**src/rtl/uart_pkg.sv**
```systemverilog
// uart_pkg: receiver state type, bit-timing helper and width constants
// shared by the UART receive and transmit paths.
package uart_pkg;

    typedef enum logic [2:0] {
        IDLE,
        START,
        DATA,
        PARITY,
        STOP
    } rx_state_t;

    function automatic int clks_per_bit(input int clk, input int baud);
        return clk / baud;
    endfunction

    localparam int DefClksPerBit = clks_per_bit(12000000, 230400);
    localparam int DefBitCntW    = $clog2(DefClksPerBit);
    localparam int DefDataW      = 8;
    localparam int DefBitIdxW    = $clog2(DefDataW);

endpackage

```
**src/rtl/sync_fifo.sv**
```systemverilog
// sync_fifo: first-word-fall-through FIFO, power-of-2 depth.
// A push into a full FIFO is accepted only if a pop happens in the same cycle.
module sync_fifo #(
    parameter int Depth = 16,
    parameter int Width = 8
) (
    input  logic                       clk_i,
    input  logic                       reset_ni,
    input  logic                       wr_en_i,
    input  logic [Width-1:0]           wr_data_i,
    output logic                       full_o,
    input  logic                       rd_en_i,
    output logic [Width-1:0]           rd_data_o,
    output logic                       rd_valid_o,
    output logic [$clog2(Depth+1)-1:0] count_o
);

    localparam int PtrW   = $clog2(Depth);
    localparam int CountW = $clog2(Depth + 1);

    logic [Width-1:0]  mem_q [Depth];
    logic [PtrW-1:0]   wr_ptr_q, wr_ptr_d;
    logic [PtrW-1:0]   rd_ptr_q, rd_ptr_d;
    logic [CountW-1:0] count_q, count_d;
    logic              empty, full, wr_ok, rd_ok;

    assign empty = (count_q == '0);
    assign full  = (count_q == CountW'(Depth));
    assign rd_ok = rd_en_i & ~empty;
    assign wr_ok = wr_en_i & (~full | rd_en_i);

    // Pointer and occupancy update; pointers wrap naturally at Depth.
    always_comb begin
        wr_ptr_d = wr_ptr_q;
        rd_ptr_d = rd_ptr_q;
        count_d  = count_q;
        if (wr_ok) wr_ptr_d = wr_ptr_q + 1'b1;
        if (rd_ok) rd_ptr_d = rd_ptr_q + 1'b1;
        if (wr_ok && !rd_ok) count_d = count_q + 1'b1;
        else if (!wr_ok && rd_ok) count_d = count_q - 1'b1;
    end

    // Control state; reset empties the FIFO at once.
    always_ff @(posedge clk_i or negedge reset_ni) begin
        if (!reset_ni) begin
            wr_ptr_q <= '0;
            rd_ptr_q <= '0;
            count_q  <= '0;
        end else begin
            wr_ptr_q <= wr_ptr_d;
            rd_ptr_q <= rd_ptr_d;
            count_q  <= count_d;
        end
    end

    // Storage array; stale contents are masked by the empty check.
    always_ff @(posedge clk_i) begin
        if (wr_ok) mem_q[wr_ptr_q] <= wr_data_i;
    end

    assign full_o     = full;
    assign rd_valid_o = ~empty;
    assign rd_data_o  = empty ? '0 : mem_q[rd_ptr_q];
    assign count_o    = count_q;

endmodule

```
**src/rtl/uart_rx_fifo.sv**
```systemverilog
// uart_rx_fifo: mid-bit-sampling 8N1 receiver feeding a FWFT byte FIFO.
// Define UART_RX_PARITY_EN to receive 8E1 frames instead.
module uart_rx_fifo
    import uart_pkg::*;
#(
    parameter int FPGAClkSpeed = 12000000,
    parameter int BaudRate6502 = 230400,
    parameter int FifoDepth    = 16,
    parameter int data_width   = 8
) (
    input  logic                           clk_i,
    input  logic                           reset_ni,
    input  logic                           uart_rx_i,
    input  logic                           rd_en_i,
    output logic [data_width-1:0]          rd_data_o,
    output logic                           rd_valid_o,
    output logic [$clog2(FifoDepth+1)-1:0] count_o,
    output logic                           frame_err_o,
    output logic                           overrun_o,
    input  logic                           clr_err_i
);

    localparam int ClksPerBit = clks_per_bit(FPGAClkSpeed, BaudRate6502);
    localparam int CntW       = $clog2(ClksPerBit);
    localparam int IdxW       = (data_width > 1) ? $clog2(data_width) : 1;

    localparam logic [CntW-1:0] HalfLoad = CntW'(ClksPerBit / 2 - 1);
    localparam logic [CntW-1:0] FullLoad = CntW'(ClksPerBit - 1);
    localparam logic [IdxW-1:0] LastIdx  = IdxW'(data_width - 1);

    logic [1:0]            sync_q, sync_d;
    logic                  prev_q, prev_d;
    logic                  rx_s, fall, tick;
    rx_state_t             state_q;
    logic [CntW-1:0]       timer_q;
    logic [IdxW-1:0]       bit_q;
    logic [data_width-1:0] shift_q;
    logic                  push, ferr_set, full;
    logic                  frame_err_q, frame_err_d;
    logic                  overrun_q, overrun_d;
`ifdef UART_RX_PARITY_EN
    logic                  par_err_q;
`endif

    assign rx_s = sync_q[1];
    assign fall = prev_q & ~rx_s;
    assign tick = (timer_q == '0);

    // Two-stage synchronizer plus one delay stage for edge detection.
    always_comb begin
        sync_d = {sync_q[0], uart_rx_i};
        prev_d = sync_q[1];
    end

    // Synchronizer flops idle high so reset never looks like a start bit.
    always_ff @(posedge clk_i or negedge reset_ni) begin
        if (!reset_ni) begin
            sync_q <= 2'b11;
            prev_q <= 1'b1;
        end else begin
            sync_q <= sync_d;
            prev_q <= prev_d;
        end
    end

    // Frame receiver: half-bit delay to the start centre, then bit periods.
    always_ff @(posedge clk_i or negedge reset_ni) begin
        if (!reset_ni) begin
            state_q <= IDLE;
            timer_q <= '0;
            bit_q   <= '0;
            shift_q <= '0;
`ifdef UART_RX_PARITY_EN
            par_err_q <= 1'b0;
`endif
        end else begin
            unique case (state_q)
                IDLE: begin
                    if (fall) begin
                        state_q <= START;
                        timer_q <= HalfLoad;
                    end
                end
                START: begin
                    if (!tick) begin
                        timer_q <= timer_q - 1'b1;
                    end else if (!rx_s) begin
                        state_q <= DATA;
                        timer_q <= FullLoad;
                        bit_q   <= '0;
                    end else begin
                        state_q <= IDLE;
                    end
                end
                DATA: begin
                    if (!tick) begin
                        timer_q <= timer_q - 1'b1;
                    end else begin
                        shift_q <= {rx_s, shift_q[data_width-1:1]};
                        timer_q <= FullLoad;
                        bit_q   <= bit_q + 1'b1;
                        if (bit_q == LastIdx) begin
`ifdef UART_RX_PARITY_EN
                            state_q <= PARITY;
`else
                            state_q <= STOP;
`endif
                        end
                    end
                end
`ifdef UART_RX_PARITY_EN
                PARITY: begin
                    if (!tick) begin
                        timer_q <= timer_q - 1'b1;
                    end else begin
                        par_err_q <= ^{shift_q, rx_s};
                        timer_q   <= FullLoad;
                        state_q   <= STOP;
                    end
                end
`endif
                STOP: begin
                    if (!tick) timer_q <= timer_q - 1'b1;
                    else state_q <= IDLE;
                end
                default: state_q <= IDLE;
            endcase
        end
    end

    // Stop-bit sample decides push versus framing error on the same edge.
`ifdef UART_RX_PARITY_EN
    assign push     = (state_q == STOP) & tick & rx_s & ~par_err_q;
    assign ferr_set = (state_q == STOP) & tick & (~rx_s | par_err_q);
`else
    assign push     = (state_q == STOP) & tick & rx_s;
    assign ferr_set = (state_q == STOP) & tick & ~rx_s;
`endif

    // Sticky error flags; clear wins over a same-cycle set.
    always_comb begin
        frame_err_d = frame_err_q | ferr_set;
        overrun_d   = overrun_q | (push & full & ~rd_en_i);
        if (clr_err_i) begin
            frame_err_d = 1'b0;
            overrun_d   = 1'b0;
        end
    end

    // Error flag registers.
    always_ff @(posedge clk_i or negedge reset_ni) begin
        if (!reset_ni) begin
            frame_err_q <= 1'b0;
            overrun_q   <= 1'b0;
        end else begin
            frame_err_q <= frame_err_d;
            overrun_q   <= overrun_d;
        end
    end

    sync_fifo #(
        .Depth(FifoDepth),
        .Width(data_width)
    ) u_fifo (
        .clk_i     (clk_i),
        .reset_ni  (reset_ni),
        .wr_en_i   (push),
        .wr_data_i (shift_q),
        .full_o    (full),
        .rd_en_i   (rd_en_i),
        .rd_data_o (rd_data_o),
        .rd_valid_o(rd_valid_o),
        .count_o   (count_o)
    );

    assign frame_err_o = frame_err_q;
    assign overrun_o   = overrun_q;

endmodule

```
**config.mk**
```make
export PLATFORM = sky130hd
export DESIGN_NAME = uart_rx_fifo
export DESIGN_NICKNAME = d
export VERILOG_FILES = /design/src/rtl/uart_pkg.sv /design/src/rtl/sync_fifo.sv /design/src/rtl/uart_rx_fifo.sv
export SDC_FILE = /design/constraint.sdc
export NUM_CORES = 1
export LEC_CHECK = 0
export ABC_AREA = 0
export CORE_MARGIN = 2
export CORE_UTILIZATION = 35
export DETAILED_ROUTE_END_ITERATION = 10
export GPL_ROUTABILITY_DRIVEN = 0
export SYNTH_ARGS = -nofsm -noshare
export SYNTH_HDL_FRONTEND = slang
export SYNTH_SLANG_ARGS = --single-unit
```
**constraint.sdc**
```tcl
create_clock -name clk_i -period 2.7 [get_ports clk_i]
set_input_delay 0.405 -clock clk_i [delete_from_list [all_inputs] [get_ports clk_i]]
set_output_delay 0.405 -clock clk_i [all_outputs]
set_load 0.02 [all_outputs]
```
==> metrics.cfg, run 1 <==
[logic_synthesis]
synth_area_leaders = edfxtp_1, dfrtp_1, mux4_2
synth_xor_area_share_pct = 1.51
synth_nets = 429
synth_compound_area_share_pct = 4.50
synthArstFlopShare_pct = 22.9
synth_warnings = 0
synth_flop_cell = edfxtp_1
synth-edff-count = 128
synthCells = 410
ys_types = 53
yosys.area.top_type = edfxtp_1
synth-seq-cells = 166
synth.most_common_cell = edfxtp_1
synthMuxAreaShare_pct = 14.2
synth_fa_ha_area_share_pct = 2.78
synth_top_family_by_area = multiplexers
yosys-top-cells-count = edfxtp_1, dfrtp_1, mux4_2
synth_top_area_share_pct = 55.1
syn_area_per_cell_um2 = 17.0
synthSimpleGateAreaFrac_pct = 6.22
syn_area_mm2 = 0.00698
synth_seq_area_share_pct = 68.8

[critical_path]
path_cells = buf_8 -> mux4_2 -> mux2i_2 -> o22ai_1 -> dlygate4sd2_1
critPathSlowestCell = mux4_2
critPathTopFamily = multiplexers
cp.required_ns = 2.30
crit_path_max_fanout = 9
max_stage_delay_ns = 0.55
timing.critical_path.buf_inv = 2
critPathLaunchType = register
r2r_start = timer_q[3]
critPathCaptureType = output port
crit_type = reg -> out
critPathLaunch = u_fifo.rd_ptr_q[0]
cp_data_arrival_time_ns = 2.30

[power_and_ir_drop]
p_int_mw = 4.43
p_sw_mw = 1.32
finalPower_mw = 5.75
leakagePower_nw = 2.94
ir_drop_mv = 0.449
switching_share_pct = 22.9
power_frac_clock_pct = 43.8
combPwrFrac_pct = 6.8
power.density_mw_per_mm2 = 683
p_seq_share_pct = 49.4

[route]
drt_iter0_drc = 228
drt-pass1-iter-count = 6
wl_per_cell_um = 18.7
post-route-drc-count = 0
vias = 3767
final_antenna_net_count = 0
totalWireLength_um = 14000
drt-vias-per-instance = 5.04

[final_layout]
final_util_pct = 43.1
area_growth_pct = 20.6
antenna_cells = 0
register_area_mm2 = 0.00480
multi_input_area_mm2 = 0.00209
fin_area_mm2 = 0.00842
nFillCells = 1750
fin_nets = 488
drive_above_1_share_pct = 28.8

[global_routing]
antenna_found_initial = 0
grt_use_total_pct = 13.8
grt_pass1_wl_um = 22200
grt_pass1_vias = 3957
grt-ovfl-total = 0
grt_max_degree = 39

[cts]
clockBufferDepth = 2
h-tree-depth = 4
cts_buffers = 17
clkSlewWorstSetupHoldPaths_ns = 0.07
cts-hold-fix-buffers = 0
cts_sinks = 166
tritoncts = done
root_buffer = clkbuf_16
clock_latency_ns = 0.42

[timing]
hold_viol_final = 0
setup_violations = 2
max_freq_mhz = 369
tns_ns = -0.0127
rsz0062_at_grt = true
layout_setup_ws_ns = -0.00668
worst_pin_slew_ns = 0.882
min_period_over_period_pct = 100
fin_crit_ns = 2.71
drv_slew = 0
skew_ns = 0.00923
slew_headroom_pct = 41.2

[floorplanning]
die_x_um = 145
io_pins = 21
core_mm2 = 0.0195
num_rows = 51
die_h_um = 145
initial_core_util_pct = 35.7
die-area_mm2 = 0.0211

[outcome]
status = complete, but fails checks
violations = negative setup slack

[placed_design]
io_buffers = 20
post_dp_cell_area_mm2 = 0.00771
place_hpwl_um = 8900

[worst_hold_path]
hold_path_class = in -> async

[flow_run]
drv_cap = 0

==> area by class of cell <==
type / instances / share of cell area [%]
Sequential cell: 166 / 57.0
Tap cell: 265 / 3.94
Multi-Input combinational cell: 212 / 24.8
Clock inverter: 14 / 2.21
Inverter: 11 / 0.490
Clock buffer: 18 / 5.10
Timing Repair Buffer: 61 / 6.41
==> final timing paths <==
| check | end | slack, ns | cells past startpoint |
|---|---|---|---|
| hold / removal | bit_q[1] | 0.1 | 1 |
| setup reg to reg | u_fifo.count_o[4] | 0.18 | 10 |
| min in group clk_i | sync_q[1] | 0.36 | 0 |
| max in group asynchronous | timer_q[4] | 1.99 | 1 |
| setup / recovery | rd_data_o[7] | -0.007 | 5 |
| hold reg to reg | sync_q[1] | 0.36 | 0 |
==> cell usage in the layout, fill, tap and decap left out, types with 3 or more instances in the layout <==
master           count
a21oi_1             11
a221oi_1             4
a31oi_1              3
and3_1               4
buf_4               36
bufinv_16            3
clkbuf_16           18
clkdlybuf4s50_1     11
dfrtp_1             32
dfrtp_2              3
dfstp_2              3
dlygate4sd2_1        5
edfxtp_1           128
ha_1                12
inv_1               10
inv_6                4
inv_8                3
mux2_2               9
mux2i_1             12
mux2i_2              5
mux4_2              32
nand2_1              9
nand2b_1             6
nand3_1             11
nor2_1              24
nor3_1               7
o21ai_0              4
o22ai_1             10
xnor2_1              9
xor2_1               3
==> routing by layer <==
| metal | vias up | GRT usage (%) | wire length [um] |
|---|---|---|---|
| met5 | - | 0 | 0 |
| met4 | 0 | 4.56 | 164 |
| li1 | 1738 | - | - |
| met1 | 1941 | 18.6 | 6320 |
| met2 | 76 | 22.6 | 6950 |
| met3 | 12 | 2.80 | 576 |
==> through the flow <==
step	hold slack, ns	cells	setup WS (ns)
6_report	0.0984	747	-0.00668
5_1_grt	0.163	747	-0.0922
4_1_cts	0.124	742	-0.0464
3_5_place_dp	0.352	709	-0.0589
3_3_place_gp	0.346	709	0.0442
2_1_floorplan	0.109	410	0.0107
==> logic make-up (layout without fill, tap and decap cells) <==
family | after synthesis | count (layout)
multiplexers | 58 | 58
XOR/XNOR | 12 | 12
AO/OA/AOI/OAI | 47 | 47
buffers and inverters | 32 | 104
flip-flops | 166 | 166
adder cells (fa/ha/maj) | 15 | 15
AND/OR/NAND/NOR | 80 | 80
==> repair_timing <==
| item | 4_1_cts | 5_1_grt |
|---|---|---|
| setup endpoints to repair | 8 | 9 |
| setup buffers | 1 | 4 |
| endpoints found under the hold margin | 0 | 0 |
| pin swaps | 0 | 3 |
| cloned | 0 | 1 |
| resized for setup | 12 | 18 |
==> sequential cells by signal, indices dropped and copies added (netlist names) <==
| register | count |
|---|---|
| u_fifo.wr_ptr_q | 4 |
| sync_q | 2 |
| u_fifo.mem_q | 128 |
| u_fifo.rd_ptr_q | 4 |
| prev_q | 1 |
| u_fifo.count_o | 5 |
| timer_q | 6 |
| bit_q | 3 |
| frame_err_o | 1 |
| overrun_o | 1 |
| state_q | 3 |
| shift_q | 8 |
==> power by group through the flow <==
stage	clock, mW	sequential [mW]	combinational (mW)
3_5_place_dp	0	2.89	0.389
6_report	2.52	2.84	0.389
3_3_place_gp	0	2.88	0.373
4_1_cts	2.58	2.83	0.388
5_1_grt	2.67	2.85	0.430
2_1_floorplan	0	2.88	0.276
No activity file was read; power rests on OpenSTA's default activity.
==> inputs of run 2 (changes only) <==
- SYNTH_HIERARCHICAL: unset -> 1
==> run 2 against run 1 <==
  * The run now ends clean
  * Power is 30% higher
  * Combinational power grew to 5.4 times the previous value
  * Cell area is 0.21% higher
  * Hold slack worse by 0.0066 ns
  * Largest power group unchanged
  * Flip-flop and latch count stayed put
  * Largest cell class unchanged
==> metrics.cfg, run 2 <==
[outcome]
status = completed  ; was complete, but fails checks

[cts]
clock_latency_ns = 0.43  ; was 0.42 ns
clockBufferDepth = 2  ; unchanged
cts_sinks = 166  ; unchanged
h-tree-depth = 4  ; unchanged
cts-hold-fix-buffers = 0  ; unchanged
clkSlewWorstSetupHoldPaths_ns = 0.07  ; about the same
tritoncts = done  ; unchanged
root_buffer = clkbuf_16  ; unchanged
cts_buffers = 17  ; unchanged

[global_routing]
grt_pass1_vias = 3885  ; was 3957
antenna_found_initial = 0  ; unchanged
grt_use_total_pct = 13.5  ; was 13.8%
grt_max_degree = 39  ; unchanged
grt-ovfl-total = 0  ; unchanged
grt_pass1_wl_um = 21600  ; was 22200 um

[logic_synthesis]
synthSimpleGateAreaFrac_pct = 5.03  ; was 6.22%
ys_types = 53  ; unchanged
synth_area_leaders = edfxtp_1, dfrtp_1, mux4_2  ; unchanged
synthArstFlopShare_pct = 22.9  ; unchanged
synth_warnings = 6  ; was 0
synth_top_area_share_pct = 54.8  ; was 55.1%
syn_area_per_cell_um2 = 17.3  ; was 17.0 um^2
syn_area_mm2 = 0.00702  ; was 0.00698 mm^2
synthMuxAreaShare_pct = 15.0  ; was 14.2%
synth_nets = 423  ; was 429
yosys.area.top_type = edfxtp_1  ; unchanged
synth_xor_area_share_pct = 1.12  ; was 1.51%
synth-edff-count = 128  ; unchanged
synth_flop_cell = edfxtp_1  ; unchanged
synth_top_family_by_area = multiplexers  ; unchanged
yosys-top-cells-count = edfxtp_1, dfrtp_1, mux4_2  ; unchanged
synth_seq_area_share_pct = 68.4  ; was 68.8%
synth_compound_area_share_pct = 5.12  ; was 4.50%
synthCells = 405  ; was 410
synth_fa_ha_area_share_pct = 2.43  ; was 2.78%
synth.most_common_cell = edfxtp_1  ; unchanged
synth-seq-cells = 166  ; unchanged

[flow_run]
drv_cap = 0  ; unchanged

[final_layout]
register_area_mm2 = 0.00480  ; about the same
final_common_cell = edfxtp_1  ; unchanged
fin_area_mm2 = 0.00844  ; was 0.00842 mm^2
largest_reg_flops = 128  ; unchanged
drive_above_1_share_pct = 32.6  ; was 28.8%
multi_input_area_mm2 = 0.00211  ; was 0.00209 mm^2
area_growth_pct = 20.2  ; was 20.6%
fin_cells = 749  ; was 747
nFillCells = 1733  ; was 1750
reg_top3 = u_fifo/mem_q (128), shift_q (8), timer_q (6)  ; was u_fifo.mem_q (128), shift_q (8), timer_q (6)
fin_nets = 489  ; was 488
antenna_cells = 0  ; unchanged
mostFrequentLayoutCells = edfxtp_1, buf_4, dfrtp_1, mux4_2, nor2_1  ; was edfxtp_1, buf_4, mux4_2, dfrtp_1, nor2_1
top_register = u_fifo/mem_q  ; was u_fifo.mem_q

[floorplanning]
die_x_um = 146  ; was 145 um
die_h_um = 146  ; was 145 um
num_rows = 51  ; unchanged
core_mm2 = 0.0196  ; was 0.0195 mm^2
initial_core_util_pct = 35.8  ; was 35.7%
die-area_mm2 = 0.0212  ; was 0.0211 mm^2
io_pins = 21  ; unchanged

[timing]
setup_violations = 0  ; was 2
hold_viol_final = 0  ; unchanged
max_freq_mhz = 375  ; was 369 MHz
drv_slew = 0  ; unchanged
tns_ns = 0  ; was -0.0127 ns
skew_ns = 0.0163  ; was 0.00923 ns
slew_headroom_pct = 42.6  ; was 41.2%
worst_pin_slew_ns = 0.861  ; was 0.882 ns
whs_ns = 0.0919  ; was 0.0984 ns
min_period_over_period_pct = 98.7  ; was 100%
rsz0062_at_grt = true  ; unchanged
fin_crit_ns = 2.67  ; was 2.71 ns

[critical_path]
crit_type = reg -> reg  ; was reg -> out
cp_data_arrival_time_ns = 2.97  ; was 2.30 ns
crit_path_max_fanout = 6  ; was 9
r2r_cells = 14  ; was 10
reg2reg_to = u_fifo/count_o[4]  ; was u_fifo.count_o[4]
critPathCaptureType = register  ; was output port
r2r_start = timer_q[1]  ; was timer_q[3]
timing.reg2reg.setup_slack_ns = 0.03  ; was 0.18 ns
critPathLaunchType = register  ; unchanged
cp.required_ns = 3.00  ; was 2.30 ns

[power_and_ir_drop]
leakagePower_nw = 3.03  ; was 2.94 nW
p_int_mw = 5.15  ; was 4.43 mW
ir_drop_mv = 0.509  ; was 0.449 mV
p_seq_share_pct = 40.8  ; was 49.4%
power_frac_clock_pct = 31.0  ; was 43.8%
finalPower_mw = 7.46  ; was 5.75 mW
p_sw_mw = 2.30  ; was 1.32 mW
combPwrFrac_pct = 28.1  ; was 6.8%
switching_share_pct = 30.9  ; was 22.9%
power.density_mw_per_mm2 = 884  ; was 683 mW/mm^2

[route]
drt_iter0_drc = 216  ; was 228
vias = 3715  ; was 3767
post-route-drc-count = 0  ; unchanged
totalWireLength_um = 13600  ; was 14000 um
final_antenna_net_count = 0  ; unchanged
drt-pass1-iter-count = 4  ; was 6
wl_per_cell_um = 18.2  ; was 18.7 um
drt-vias-per-instance = 4.96  ; was 5.04

[placed_design]
placedCellCount = 704  ; was 709
post_dp_cell_area_mm2 = 0.00773  ; was 0.00771 mm^2
io_buffers = 20  ; unchanged
place_hpwl_um = 8470  ; was 8900 um

[worst_hold_path]
hold_path_class = in -> async  ; unchanged

## run 2: cell types whose count changed after synthesis, moves of 6 or more
cell | before | now
a21oi_1 | 12 | 19
mux2_2 | 9 | 19
mux2i_1 | 17 | 9
mux4_1 | 0 | 8
mux4_2 | 32 | 24
nand2_1 | 9 | 16
nand3_1 | 11 | 5
o21ai_0 | 4 | 12
o22ai_1 | 10 | 0
## run 2: stage by stage
stage / util [%] / worst slack [ns]
3_5_place_dp: 39.4 / -0.0527
5_1_grt: 43.1 / -0.0691
4_1_cts: 42.8 / -0.0609
2_1_floorplan: - / 0.000665
6_report: 43.1 / 0.0349
3_3_place_gp: 39.4 / 0.0340
## run 2: repair_timing
item / in CTS / in global routing
pin swaps: 4 / 5
cloned: 1 / 0
gates resized for setup: 41 / 14
setup endpoints to repair: 9 / 10
setup buffers: 9 / 4
## run 2: critical path: stages (launching register included)
cell and delay [ns]:
dfrtp_1 0.40, inv_2 0.08, ha_4 0.14, nor2b_4 0.14, and2_4 0.15, and3_4 0.19
inv_2 0.04, a31oi_4 0.16, ha_4 0.18, inv_4 0.05, ha_1 0.32, a21o_1 0.25
a21oi_2 0.15, mux2i_1 0.20, o31ai_1 0.09
## run 2: area by class of cell
type / count / area share [%]
flip-flops and latches: 166 / 56.9
multi-input cells: 209 / 25.0
repair buffers: 65 / 6.72
clock buffers: 17 / 5.04
well taps: 265 / 3.93
clock inverters: 15 / 1.81
inverters: 12 / 0.564
## run 2: kinds of logic (layout without fill, tap and decap cells)
| family | count (synthesis) | after routing |
|---|---|---|
| xor+xnor | 9 | 9 |
| flops | 166 | 166 |
| fa+ha+maj | 13 | 13 |
| mux | 60 | 60 |
| simple gates | 71 | 71 |
| compound gates | 56 | 56 |
| buf+inv | 30 | 109 |
## run 2: power groups by stage
stage | combinational, mW | sequential [mW] | clock, mW
after floorplan | 1.41 | 3.06 | 0
final | 2.10 | 3.05 | 2.31
after detailed placement | 1.96 | 3.07 | 0
after global routing | 2.27 | 3.07 | 2.48
after CTS | 2.07 | 3.03 | 2.37
after global placement | 1.93 | 3.06 | 0
## run 2: layer usage
layer  global-route usage (%)  vias up  wire (um)  part of all wire, %
met5                        0        -          0                    0
met4                     5.59        0        279                  2.1
met3                     3.35       17        395                  2.9
li1                         -     1725          -                    -
met2                     21.1       61       6470                   48
met1                     18.2     1912       6460                   47
## run 2: worst max path at each step
stage	from	endpoint	slack, ns
floorplan	u_fifo/count_o[0]	u_fifo/count_o[4]	0.0007
CTS	u_fifo/rd_ptr_q[1]	rd_data_o[6]	-0.06
finish	timer_q[1]	u_fifo/count_o[4]	0.03
global placement	timer_q[1]	u_fifo/count_o[4]	0.03
detailed placement	timer_q[1]	u_fifo/count_o[4]	-0.05
global route	timer_q[1]	u_fifo/count_o[4]	-0.07
==> inputs of run 3 (changes only) <==
- MAX_ROUTING_LAYER: unset -> met4
==> run 3 against run 2 <==
  * Clock power barely moved
  * Cell area unchanged
  * Critical path depth did not move
  * Power is essentially flat
  * Global-route usage is 0.42 points higher
  * First-iteration DRC count down 3.2%
  * Non-clock buffer count stayed put
  * Maximum frequency barely moved
  * Clock-buffer cell count unchanged
  * Largest cell class unchanged
  * Wire length down 0.13%
==> metrics.cfg, run 3 (synthesis results as in run 2) <==
[outcome]
status = completed  ; unchanged

[global_routing]
grt_use_total_pct = 13.9  ; was 13.5%
grt_pass1_wl_um = 21600  ; about the same
grt-ovfl-total = 0  ; unchanged
grt_pass1_vias = 3877  ; was 3885
antenna_found_initial = 0  ; unchanged
grt_max_degree = 39  ; unchanged

[cts]
clockBufferDepth = 2  ; unchanged
root_buffer = clkbuf_16  ; unchanged
cts_sinks = 166  ; unchanged
h-tree-depth = 4  ; unchanged
cts_buffers = 17  ; unchanged
clkSlewWorstSetupHoldPaths_ns = 0.07  ; about the same
clock_latency_ns = 0.43  ; about the same
tritoncts = done  ; unchanged

[final_layout]
top_register = u_fifo/mem_q  ; unchanged
nFillCells = 1733  ; unchanged
mostFrequentLayoutCells = edfxtp_1, buf_4, dfrtp_1, mux4_2, nor2_1  ; unchanged
largest_reg_flops = 128  ; unchanged
antenna_cells = 0  ; unchanged
fin_nets = 489  ; unchanged
fin_area_mm2 = 0.00844  ; unchanged
multi_input_area_mm2 = 0.00211  ; unchanged
final_common_cell = edfxtp_1  ; unchanged
register_area_mm2 = 0.00480  ; unchanged
reg_top3 = u_fifo/mem_q (128), shift_q (8), timer_q (6)  ; unchanged
drive_above_1_share_pct = 32.6  ; unchanged
final_util_pct = 43.1  ; unchanged
area_growth_pct = 20.2  ; unchanged

[power_and_ir_drop]
ir_drop_mv = 0.509  ; about the same
finalPower_mw = 7.46  ; about the same
leakagePower_nw = 3.03  ; unchanged
power.density_mw_per_mm2 = 884  ; about the same

[placed_design]
place_ws_ns = -0.0527  ; unchanged
io_buffers = 20  ; unchanged
post_dp_cell_area_mm2 = 0.00773  ; unchanged
place_hpwl_um = 8470  ; unchanged

[floorplanning]
die_x_um = 146  ; unchanged
core_mm2 = 0.0196  ; unchanged
io_pins = 21  ; unchanged
num_rows = 51  ; unchanged
die-area_mm2 = 0.0212  ; unchanged
die_h_um = 146  ; unchanged
initial_core_util_pct = 35.8  ; unchanged

[route]
wl_per_cell_um = 18.1  ; was 18.2 um
post-route-drc-count = 0  ; unchanged
vias = 3716  ; was 3715
final_antenna_net_count = 0  ; unchanged
totalWireLength_um = 13600  ; about the same
drt-vias-per-instance = 4.96  ; about the same
drt-pass1-iter-count = 4  ; unchanged
drt_iter0_drc = 209  ; was 216

[timing]
rsz0062_at_grt = true  ; unchanged
whs_ns = 0.0924  ; was 0.0919 ns
skew_ns = 0.0178  ; was 0.0163 ns
setup_violations = 0  ; unchanged
hold_viol_final = 0  ; unchanged
worst_pin_slew_ns = 0.860  ; was 0.861 ns
layout_setup_ws_ns = 0.0349  ; about the same
max_freq_mhz = 375  ; about the same
drv_slew = 0  ; unchanged
fin_crit_ns = 2.67  ; about the same
min_period_over_period_pct = 98.7  ; about the same
slew_headroom_pct = 42.7  ; was 42.6%

[critical_path]
crit_path_max_fanout = 6  ; unchanged
critPathCaptureType = register  ; unchanged
cp.required_ns = 3.00  ; about the same
cp_data_arrival_time_ns = 2.96  ; was 2.97 ns
crit_type = reg -> reg  ; unchanged
critPathLaunchType = register  ; unchanged

[worst_hold_path]
hold_path_class = in -> async  ; unchanged

[flow_run]
drv_cap = 0  ; unchanged

run 3: where the power goes:
group / switching (mW) / total, mW / internal [mW]
registers: 0.195 / 3.05 / 2.85
logic: 1.03 / 2.10 / 1.07
clock network: 1.08 / 2.31 / 1.23
run 3: critical path, cell delays in order (launching register included):
cell	delay, ns
dfrtp_1	0.40
inv_2	0.08
ha_4	0.14
nor2b_4	0.14
and2_4	0.15
and3_4	0.19
inv_2	0.04
a31oi_4	0.16
ha_4	0.18
inv_4	0.05
ha_1	0.32
a21o_1	0.25
a21oi_2	0.15
mux2i_1	0.20
o31ai_1	0.09
run 3: routing by layer:
layer | track usage (%) | up-vias | wire [um]
li1 | - | 1726 | -
met1 | 18.3 | 1896 | 6380
met2 | 21.1 | 81 | 6520
met3 | 3.23 | 13 | 439
met4 | 5.59 | 0 | 242
met5 | - | - | 0
run 3: metrics by stage:
step,instances,setup TNS [ns]
6_report,749,0
5_1_grt,749,-0.125
4_1_cts,746,-0.123
3_5_place_dp,704,-0.0527
3_3_place_gp,704,0
2_1_floorplan,405,0
run 3: cell type report:
type / count / area share, %
well taps: 265 / 3.93
clock inverters: 15 / 1.81
flip-flops and latches: 166 / 56.9
clock buffers: 17 / 5.04
repair buffers: 65 / 6.72
multi-input cells: 209 / 25.0
inverters: 12 / 0.564
run 3: path summary, 6_finish.rpt:
| path | startpoint | to | slack [ns] | cells past startpoint |
|---|---|---|---|---|
| setup / recovery | timer_q[1] | u_fifo/count_o[4] | 0.03 | 14 |
| hold / removal | reset_ni | u_fifo/count_o[3] | 0.09 | 1 |
| setup reg to reg | timer_q[1] | u_fifo/count_o[4] | 0.03 | 14 |
| hold reg to reg | sync_q[0] | sync_q[1] | 0.36 | 0 |
| max in group asynchronous | reset_ni | u_fifo/rd_ptr_q[1] | 2.01 | 1 |
| min in group clk_i | sync_q[0] | sync_q[1] | 0.36 | 0 |
run 3: timing repair:
action,4_1_cts,5_1_grt
setup buffers,9,4
hold buffers,0,0
cloned,1,0
pin swaps,4,5
endpoints found under the hold margin,0,0
gates resized for setup,41,14
setup endpoints to repair,9,10
